`config.mk`:
```
export PLATFORM = sky130hd
export DESIGN_NAME = wrb_port_arbiter
export DESIGN_NICKNAME = d
export VERILOG_FILES = /design/src/rtl/wrb_port_arbiter_pkg.sv /design/src/rtl/wrb_mdu_fifo.sv /design/src/rtl/wrb_port_arbiter.sv
export SDC_FILE = /design/constraint.sdc
export NUM_CORES = 1
export LEC_CHECK = 0
export CELL_PAD_IN_SITES_DETAIL_PLACEMENT = 1
export CELL_PAD_IN_SITES_GLOBAL_PLACEMENT = 1
export CORE_MARGIN = 4
export CORE_UTILIZATION = 40
export DETAILED_ROUTE_END_ITERATION = 10
export PLACE_DENSITY = 0.88
export SYNTH_ARGS = -nofsm -noshare
export SYNTH_HDL_FRONTEND = slang
export SYNTH_HIERARCHICAL = 1
export SYNTH_SLANG_ARGS = --single-unit
```
`constraint.sdc`:
```
create_clock -name clk -period 2.26 [get_ports clk]
set_input_delay 0.452 -clock clk [delete_from_list [all_inputs] [get_ports clk]]
set_output_delay 0.452 -clock clk [all_outputs]
set_load 0.1 [all_outputs]
```
`src/rtl/wrb_port_arbiter_pkg.sv`:
```
// Shared types for the register-file writeback port arbiter.
// The arbiter FSM states are plain constants so older tools can consume them.
package wrb_port_arbiter_pkg;

    localparam int unsigned XLEN_DEF    = 32;
    localparam int unsigned RADDR_W_DEF = 5;

    typedef struct packed {
        logic [RADDR_W_DEF-1:0] rd_addr;
        logic [XLEN_DEF-1:0]    rd_data;
    } type_wrb_req_s;

    typedef logic [0:0] type_wrb_arb_state_e;

    localparam type_wrb_arb_state_e PIPE_PRI  = 1'b0;
    localparam type_wrb_arb_state_e FORCE_MDU = 1'b1;

endpackage

```
`src/rtl/wrb_mdu_fifo.sv`:
```
// Small FIFO for MDU writeback results.
// Each entry carries a live bit so a younger pipeline write to the same rd can kill it in place.
module wrb_mdu_fifo
    import wrb_port_arbiter_pkg::*;
#(
    parameter int unsigned XLEN    = XLEN_DEF,
    parameter int unsigned RADDR_W = RADDR_W_DEF,
    parameter int unsigned DEPTH   = 2
) (
    input  logic                       clk,
    input  logic                       rst,
    input  logic                       push,
    input  logic [RADDR_W-1:0]         push_addr,
    input  logic [XLEN-1:0]            push_data,
    input  logic                       pop,
    input  logic                       kill,
    input  logic [RADDR_W-1:0]         kill_addr,
    input  logic [RADDR_W-1:0]         rs1_addr,
    input  logic [RADDR_W-1:0]         rs2_addr,
    output logic                       head_valid,
    output logic                       head_live,
    output logic [RADDR_W-1:0]         head_addr,
    output logic [XLEN-1:0]            head_data,
    output logic [$clog2(DEPTH):0]     count,
    output logic                       any_live,
    output logic                       rs1_hit,
    output logic                       rs2_hit
);
    localparam int unsigned PTR_W = $clog2(DEPTH);
    localparam int unsigned CNT_W = PTR_W + 1;

    logic [RADDR_W-1:0] addr_q [DEPTH];
    logic [XLEN-1:0]    data_q [DEPTH];
    logic [DEPTH-1:0]   live_q, live_d;
    logic [PTR_W-1:0]   wr_ptr_q, rd_ptr_q;
    logic [CNT_W-1:0]   count_q;

    assign head_valid = count_q != '0;
    assign head_live  = live_q[rd_ptr_q];
    assign head_addr  = addr_q[rd_ptr_q];
    assign head_data  = data_q[rd_ptr_q];
    assign count      = count_q;
    assign any_live   = |live_q;

    // A push killed by a same-cycle pipeline write to the same rd enters already dead.
    always_comb begin
        live_d = live_q;
        for (int i = 0; i < DEPTH; i++) begin
            if (kill && addr_q[i] == kill_addr) begin
                live_d[i] = 1'b0;
            end
        end
        if (pop) begin
            live_d[rd_ptr_q] = 1'b0;
        end
        if (push) begin
            live_d[wr_ptr_q] = !(kill && push_addr == kill_addr);
        end
    end

    always_comb begin
        rs1_hit = 1'b0;
        rs2_hit = 1'b0;
        for (int i = 0; i < DEPTH; i++) begin
            if (live_q[i] && addr_q[i] == rs1_addr) rs1_hit = 1'b1;
            if (live_q[i] && addr_q[i] == rs2_addr) rs2_hit = 1'b1;
        end
    end

    always_ff @(posedge clk) begin
        if (rst) begin
            live_q   <= '0;
            wr_ptr_q <= '0;
            rd_ptr_q <= '0;
            count_q  <= '0;
        end else begin
            live_q <= live_d;
            if (push) wr_ptr_q <= wr_ptr_q + PTR_W'(1);
            if (pop)  rd_ptr_q <= rd_ptr_q + PTR_W'(1);
            count_q <= count_q + CNT_W'(push) - CNT_W'(pop);
        end
    end

    always_ff @(posedge clk) begin
        if (push) begin
            addr_q[wr_ptr_q] <= push_addr;
            data_q[wr_ptr_q] <= push_data;
        end
    end

endmodule

```
`src/rtl/wrb_port_arbiter.sv`:
```
// Arbitrates the single register-file write port between pipeline writeback and buffered MDU
// results, with a bounded-wait forced MDU slot and pending-hit flags for the stall unit.
module wrb_port_arbiter
    import wrb_port_arbiter_pkg::*;
#(
    parameter int unsigned XLEN     = XLEN_DEF,
    parameter int unsigned RADDR_W  = RADDR_W_DEF,
    parameter int unsigned DEPTH    = 2,
    parameter int unsigned MAX_WAIT = 4
) (
    input  logic               clk,
    input  logic               rst,
    input  logic               pipe_valid_i,
    input  logic [RADDR_W-1:0] pipe_rd_addr_i,
    input  logic [XLEN-1:0]    pipe_rd_data_i,
    output logic               pipe_stall_o,
    input  logic               mdu_valid_i,
    input  logic [RADDR_W-1:0] mdu_rd_addr_i,
    input  logic [XLEN-1:0]    mdu_rd_data_i,
    output logic               mdu_ready_o,
    input  logic [RADDR_W-1:0] rs1_addr_i,
    input  logic [RADDR_W-1:0] rs2_addr_i,
    output logic               pend_rs1_o,
    output logic               pend_rs2_o,
    output logic               rf_wr_req_o,
    output logic [RADDR_W-1:0] rf_rd_addr_o,
    output logic [XLEN-1:0]    rf_rd_data_o
);
    localparam int unsigned CNT_W  = $clog2(DEPTH) + 1;
    localparam int unsigned WAIT_W = $clog2(MAX_WAIT) + 1;

    type_wrb_arb_state_e state_q, state_d;
    logic [WAIT_W-1:0]   wait_q, wait_d;

    logic               head_valid, head_live, any_live, rs1_hit, rs2_hit;
    logic [RADDR_W-1:0] head_addr;
    logic [XLEN-1:0]    head_data;
    logic [CNT_W-1:0]   count;

    logic               mdu_push, mdu_grant, pipe_write, fifo_pop;
    logic               rf_wr_req_d;
    logic [RADDR_W-1:0] rf_rd_addr_d;
    logic [XLEN-1:0]    rf_rd_data_d;

    assign mdu_ready_o = count < CNT_W'(DEPTH);
    assign mdu_push    = mdu_valid_i & mdu_ready_o & (mdu_rd_addr_i != '0);

    wrb_mdu_fifo #(
        .XLEN    (XLEN),
        .RADDR_W (RADDR_W),
        .DEPTH   (DEPTH)
    ) u_fifo (
        .clk        (clk),
        .rst        (rst),
        .push       (mdu_push),
        .push_addr  (mdu_rd_addr_i),
        .push_data  (mdu_rd_data_i),
        .pop        (fifo_pop),
        .kill       (pipe_write),
        .kill_addr  (pipe_rd_addr_i),
        .rs1_addr   (rs1_addr_i),
        .rs2_addr   (rs2_addr_i),
        .head_valid (head_valid),
        .head_live  (head_live),
        .head_addr  (head_addr),
        .head_data  (head_data),
        .count      (count),
        .any_live   (any_live),
        .rs1_hit    (rs1_hit),
        .rs2_hit    (rs2_hit)
    );

    always_comb begin
        state_d      = state_q;
        wait_d       = wait_q;
        mdu_grant    = 1'b0;
        pipe_stall_o = 1'b0;
        if (state_q == FORCE_MDU) begin
            // One forced slot per trigger; an x0 pipe request is still accepted alongside it.
            mdu_grant    = head_live;
            pipe_stall_o = pipe_valid_i & (pipe_rd_addr_i != '0);
            wait_d       = '0;
            state_d      = PIPE_PRI;
        end else begin
            mdu_grant = !pipe_valid_i & head_live;
            if (head_live && !mdu_grant) begin
                wait_d = wait_q + WAIT_W'(1);
                if (wait_q == WAIT_W'(MAX_WAIT - 1) || count == CNT_W'(DEPTH)) begin
                    state_d = FORCE_MDU;
                end
            end
            if (mdu_grant || !any_live) begin
                wait_d = '0;
            end
        end
        pipe_write = pipe_valid_i & (pipe_rd_addr_i != '0) & !pipe_stall_o;
        fifo_pop   = head_valid & (mdu_grant | !head_live);
    end

    always_comb begin
        rf_wr_req_d  = 1'b0;
        rf_rd_addr_d = '0;
        rf_rd_data_d = '0;
        if (mdu_grant) begin
            rf_wr_req_d  = 1'b1;
            rf_rd_addr_d = head_addr;
            rf_rd_data_d = head_data;
        end else if (pipe_write) begin
            rf_wr_req_d  = 1'b1;
            rf_rd_addr_d = pipe_rd_addr_i;
            rf_rd_data_d = pipe_rd_data_i;
        end
    end

    always_ff @(posedge clk) begin
        if (rst) begin
            state_q      <= PIPE_PRI;
            wait_q       <= '0;
            rf_wr_req_o  <= 1'b0;
            rf_rd_addr_o <= '0;
            rf_rd_data_o <= '0;
        end else begin
            state_q      <= state_d;
            wait_q       <= wait_d;
            rf_wr_req_o  <= rf_wr_req_d;
            rf_rd_addr_o <= rf_rd_addr_d;
            rf_rd_data_o <= rf_rd_data_d;
        end
    end

    assign pend_rs1_o = (rs1_addr_i != '0) &
                        (rs1_hit | (rf_wr_req_o & (rf_rd_addr_o == rs1_addr_i)));
    assign pend_rs2_o = (rs2_addr_i != '0) &
                        (rs2_hit | (rf_wr_req_o & (rf_rd_addr_o == rs2_addr_i)));

endmodule

```
# Yosys cells after proc, flatten, opt, wreduce, memory -nomap -nowiden
# Memories as Yosys holds them, arrays and structs flattened. A register that Yosys moved wholly into a read port is not among the register bits.
# Cells that the tools add are included.
[classes]
addsub = 5
order_cmp = 5
eq_ne = 11
muxes = 30
bitwise = 16
reduce_logical = 26
[op_table]
columns = ["op", "count"]
rows = [
  ["two-way mux 32 bit", 2],
  ["== test 5 bit", 9],
  ["two-way mux 1 bit", 21],
  ["nonzero test 5 bit", 4],
  ["bitwise AND 1 bit", 10],
  ["logical AND 1 bit", 10],
  ["two-way mux 5 bit", 2],
  ["logical NOT 1 bit", 6],
  ["OR reduction 3 bit", 2],
  ["< comparator 1 x 2 -> 1 bit (second input constant)", 2],
  ["two-way mux 2 bit", 2],
  ["adder 3 x 1 -> 3 bit (second input constant)", 1],
  ["== test 3 x 2 -> 1 bit (second input constant)", 1],
  ["bitwise OR 1 bit", 3],
  ["adder 1 bit (second input constant)", 2],
  ["adder 2 x 1 -> 2 bit", 1],
  ["bitwise AND 2 bit", 1],
  ["bitwise mux 2 bit", 1],
  ["demux 1 bit (select 1 bit)", 2],
  ["== test 2 bit (second input constant)", 1],
  [">= comparator 1 bit (second input constant)", 2],
  ["logical OR 1 bit", 2],
  ["< comparator 2 bit (second input constant)", 1],
  ["inverter 2 bit", 1],
  ["other kinds (4)", 4],
]
[totals]
reg_bits = 48
ramBits = 74
input_bits = 88
memories = 2
[memory_table]
columns = ["name", "words", "word_bits", "read_ports", "rd_ports_with_merged_regs", "write_ports", "line", "source"]
rows = [
  ["u_fifo.data_q", 2, 32, 1, 1, 1, "wrb_mdu_fifo.sv:33", "logic [XLEN-1:0] data_q [DEPTH];"],
  ["u_fifo.addr_q", 2, 5, 3, 1, 1, "wrb_mdu_fifo.sv:32", "logic [RADDR_W-1:0] addr_q [DEPTH];"],
]

# Depth between registers and ports, before layout
[depth]
word_depth = 11
ltp_mapped = 10
ltp_nobuf = 9

# Hierarchy
# The synthesis kept the hierarchy.
[by_module_without_submodules]
columns = ["module", "instances", "cells_per_inst", "area_per_inst_um2", "seq_area_each_um2"]
rows = [
  ["wrb_mdu_fifo", 1, 199, 3365.7, 2362.3],
  ["wrb_port_arbiter", 1, 229, 2104.5, 840.8],
]

# Least setup slack after synthesis
# Ideal clock, no wire load.
[synth_path]
kind = "flip-flop to output port"
start = "reg rf_rd_addr_o[0]"
end = "out pend_rs1_o"
arrival_ps = 3351
slack_ps = -1543
stages_incl_launch_ff = 4
path_buffers = 0
path_cell_list = "dfxtp_1 xnor2_1 a31oi_1 nor3_1"
[synth_via]
elab_chain_cells = 4
[synth_lines]
columns = ["item", "line", "source"]
rows = [
  ["start, declared", "wrb_port_arbiter.sv:26", "output logic [RADDR_W-1:0] rf_rd_addr_o,"],
  ["start signal, assigned", "wrb_port_arbiter.sv:126", "rf_rd_addr_o <= rf_rd_addr_d;"],
  ["== test 5 bit", "wrb_port_arbiter.sv:132", "(rs1_hit | (rf_wr_req_o & (rf_rd_addr_o == rs1_addr_i)));"],
  ["bitwise AND 1 bit", "wrb_port_arbiter.sv:132", ""],
  ["bitwise OR 1 bit", "wrb_port_arbiter.sv:132", ""],
  ["bitwise AND 1 bit", "wrb_port_arbiter.sv:131", "assign pend_rs1_o = (rs1_addr_i != '0) &"],
  ["end, declared", "wrb_port_arbiter.sv:23", "output logic pend_rs1_o,"],
]
# Every way passes these cells.

# Worst setup path in the final report
[layout_path]
start = "in rs2_addr_i[4]"
end = "out pend_rs2_o"
[layout_via]
elab_chain_cells = 6
word_cells_on_any_way = 11
cone_classes = "eq/ne: 3; mux: 2; bitwise: 3; reduce/logical: 3"
[layout_lines]
columns = ["item", "line", "source"]
rows = [
  ["start, declared", "wrb_port_arbiter.sv:22", "input logic [RADDR_W-1:0] rs2_addr_i,"],
  ["== test 5 bit", "wrb_mdu_fifo.sv:66", "if (live_q[i] && addr_q[i] == rs2_addr) rs2_hit = 1'b1;"],
  ["logical AND 1 bit", "wrb_mdu_fifo.sv:66", ""],
  ["two-way mux 1 bit", "wrb_mdu_fifo.sv:66", ""],
  ["two-way mux 1 bit *", "wrb_mdu_fifo.sv:66", ""],
  ["net rs2_hit", "wrb_port_arbiter.sv:35", "logic head_valid, head_live, any_live, rs1_hit, rs2_hit;"],
  ["bitwise OR 1 bit *", "wrb_port_arbiter.sv:134", "(rs2_hit | (rf_wr_req_o & (rf_rd_addr_o == rs2_addr_i)));"],
  ["bitwise AND 1 bit *", "wrb_port_arbiter.sv:133", "assign pend_rs2_o = (rs2_addr_i != '0) &"],
  ["end, declared", "wrb_port_arbiter.sv:24", "output logic pend_rs2_o,"],
]
# The timed path passes the listed nets; every way through them passes the cells marked *.

==> results.yml <==
outcome:
  status: "complete, but fails checks"
  violations: "setup timing"
floorplanning:
  die_area_um2: 15610
  start_util: 0.4114
  coreArea_um2: 13300
  die_y_um: 124.9
  ios: 130
  rows: 42
  die_w_um: 124.9
power:
  leakagePower_uw: 0.002926
  power_density_nw_per_um2: 961.5
  p_total_uw: 7555
  ir_worst_vdd_mv: 0.5461
timing:
  fin_crit_sh: 1.205
  slew_headroom: 0.6318
  finalClockSkew_ns: 0.008321
  tightestPinTransition_ns: 0.5523
  slew_viol_final: 0
  setup_ws_ns: -0.4641
  min_period_ns: 2.724
  final_hold_viol_count: 0
  rsz0062_at_grt: "true"
  max_freq_mhz: 367.1
  setup_tns_ns: -0.9120
  whs_ns: 0.3821
  setup_violations: 2
grt:
  grt_overflow: 0
  grt_antenna_before_repair: 1
  globalRouteTotalUtil: 0.2159
  grt_pass1_vias: 4704
  grt_pass1_wl_mm: 26.08
  grt_max_degree: 43
cells_and_area:
  area_growth_pct: 43.64
  instances_no_fill: 787
  nNetsFinal: 689
  drive_gt1_frac: 0.3574
critical_path:
  path_buf_inv: 2
  required_ns: 1.81
  path_cells: "clkdlybuf4s50_1, xor2_1, nor4_1, nand3_1, nand2_2, nand2b_4, a21oi_2, nor3_4, buf_12"
  arrival_ns: 2.27
  cp_slowest_cell: "clkdlybuf4s50_1"
  endpoint_kind: "output port"
  max_stage_delay_ns: 0.52
  crit_type: "input port to output port"
  cp-start-kind: "input port"
  cp_top_family: "simple AND/OR/NAND/NOR gates"
  cp_max_fo: 4
clocking:
  clk_pin_slew_ns: 0.06
  clk_latency_ns: 0.42
  root_buffer: "clkbuf_16"
  cts_tree: "yes"
  cts_sinks: 123
  cts_buffer_depth: 2
  h-tree-depth: 4
  cts_buffers: 17
place:
  dp_slack_ns: -0.4437
  routabilityCongestion: 0.8469
  port_buffers: 129
  dpl.hpwl_mm: 11.00
  dp_cells: 741
synthesis:
  async_flop_share: 0
  synth-seq-cells: 123
  synth_top_area_frac: 0.4062
  synthTopCellsByCount: "edfxtp_1 (74), dfxtp_1 (49), a21oi_1 (45), nand3_1 (43), mux2_2 (39)"
  syn_inst: 428
  synthFlopType: "edfxtp_1"
  synth_top_area_cell: "edfxtp_1"
  syn_avg_cell_area_um2: 12.78
  synth-edff-count: 74
  yosys_warnings: 6
  synth.area.top_cells: "edfxtp_1 (41%), dfxtp_1 (18%), mux2_2 (8.0%)"
  synth_fp_nets: 520
  synth-seq-area-share: 0.5855
  syn-cell-area_um2: 5470
  synth_most_common_cell: "edfxtp_1"
  yosysUniqueCellTypes: 35
detailed_routing:
  routedWlPerCell_um: 21.32
  dr.pass1.iters: 5
  drc: 0
  wirelength_mm: 16.78
  vias: 4157
  vias_per_cell: 5.282
  ant_nets: 0
  drt_iter0_drc: 183
worst_hold_path:
  worstHoldPathType: "input port to register"
run:
  maxCapViolations: 0
-- metal layers --
layer / routed length [um] / global-route usage
met1: 6586 / 0.2431
met2: 8829 / 0.3823
met3: 889 / 0.06098
met4: 471 / 0.09503
met5: 0 / 0
-- stage by stage --
step                cell area (um^2)  utilization
floorplan                       5514            -
global placement                7127       0.5360
detailed placement              7127       0.5360
CTS                             7741       0.5823
global route                    7855       0.5908
finish                          7858       0.5910
-- where the power goes --
| group | leakage, uW | internal [uW] | switching, uW |
|---|---|---|---|
| registers | 0.00109 | 2660 | 182 |
| clock network | 0.000274 | 1710 | 935 |
| logic | 0.00156 | 844 | 1220 |
-- registers in the layout (all words and copies together), names as in the netlist, named ones only --
name / flops
u_fifo/data_q: 64
rf_rd_data_o: 32
u_fifo/addr_q: 10
rf_rd_addr_o: 5
wait_q: 3
u_fifo/count: 2
u_fifo/live_q: 2
rf_wr_req_o: 1
state_q: 1
u_fifo/rd_ptr_q: 1
u_fifo/wr_ptr_q: 1
-- area by class of cell --
cell class / count / area, um^2
diodes: 1 / 2.502
clock buffers: 22 / 444.2
clock inverters: 10 / 123.9
fillers: 1342 / 5438
inverters: 7 / 33.78
multi-input cells: 269 / 2171
flip-flops and latches: 123 / 3212
well taps: 176 / 220.2
repair buffers: 179 / 1650
-- what timing repair did --
action	4_1_cts	5_1_grt
pin swaps	6	6
endpoints found under the setup margin	3	4
hold endpoints to repair	0	0
resized for setup	11	12
hold buffers	0	0
setup buffers	5	8
-- cell families after synthesis --
| logic type | Yosys count | share of synthesized area |
|---|---|---|
| AOI/OAI and AO/OA | 89 | 0.1288 |
| buffers and inverters | 36 | 0.03637 |
| muxes | 39 | 0.08028 |
| adders and majority gates | 4 | 0.009149 |
| DFF | 123 | 0.5855 |
| xor gates and xnor gates | 45 | 0.07205 |
| and+or+nand+nor | 92 | 0.08783 |
-- path summary, 6_finish.rpt --
| kind | from | end | slack [ns] | cells after the start |
|---|---|---|---|---|
| max | rs2_addr_i[4] | pend_rs2_o | -0.46 | 9 |
| min | mdu_rd_addr_i[3] | u_fifo/addr_q[0][3] | 0.38 | 2 |
| max reg2reg | u_fifo/live_q[0] | u_fifo/count[1] | 0.31 | 9 |
| min reg2reg | wait_q[1] | wait_q[1] | 0.49 | 2 |
-- cell usage in the layout, fill, tap and decap left out, types with 6 or more instances in the layout --
| master | n |
|---|---|
| clkdlybuf4s50_1 | 75 |
| buf_12 | 8 |
| nand2b_1 | 6 |
| nor4_1 | 7 |
| nand2_1 | 10 |
| edfxtp_1 | 74 |
| a31oi_1 | 6 |
| mux2_2 | 39 |
| nand3_1 | 43 |
| a21oi_1 | 43 |
| xor2_1 | 28 |
| dfxtp_2 | 7 |
| clkbuf_16 | 17 |
| dfxtp_1 | 42 |
| o211ai_2 | 30 |
| xnor2_1 | 16 |
| buf_4 | 84 |
| dlygate4sd2_1 | 7 |
| nor2_1 | 6 |
-- worst register-to-register path, cell delays in order (launching register included) --
cell and delay, ns:
dfxtp_1 0.48, mux2_2 0.23, nand2_1 0.08, o21a_1 0.19, ha_1 0.27, inv_1 0.04, ha_2 0.17, xor2_2 0.14
xnor2_1 0.16, nor2_1 0.06
(Power assumes the default switching activity.)
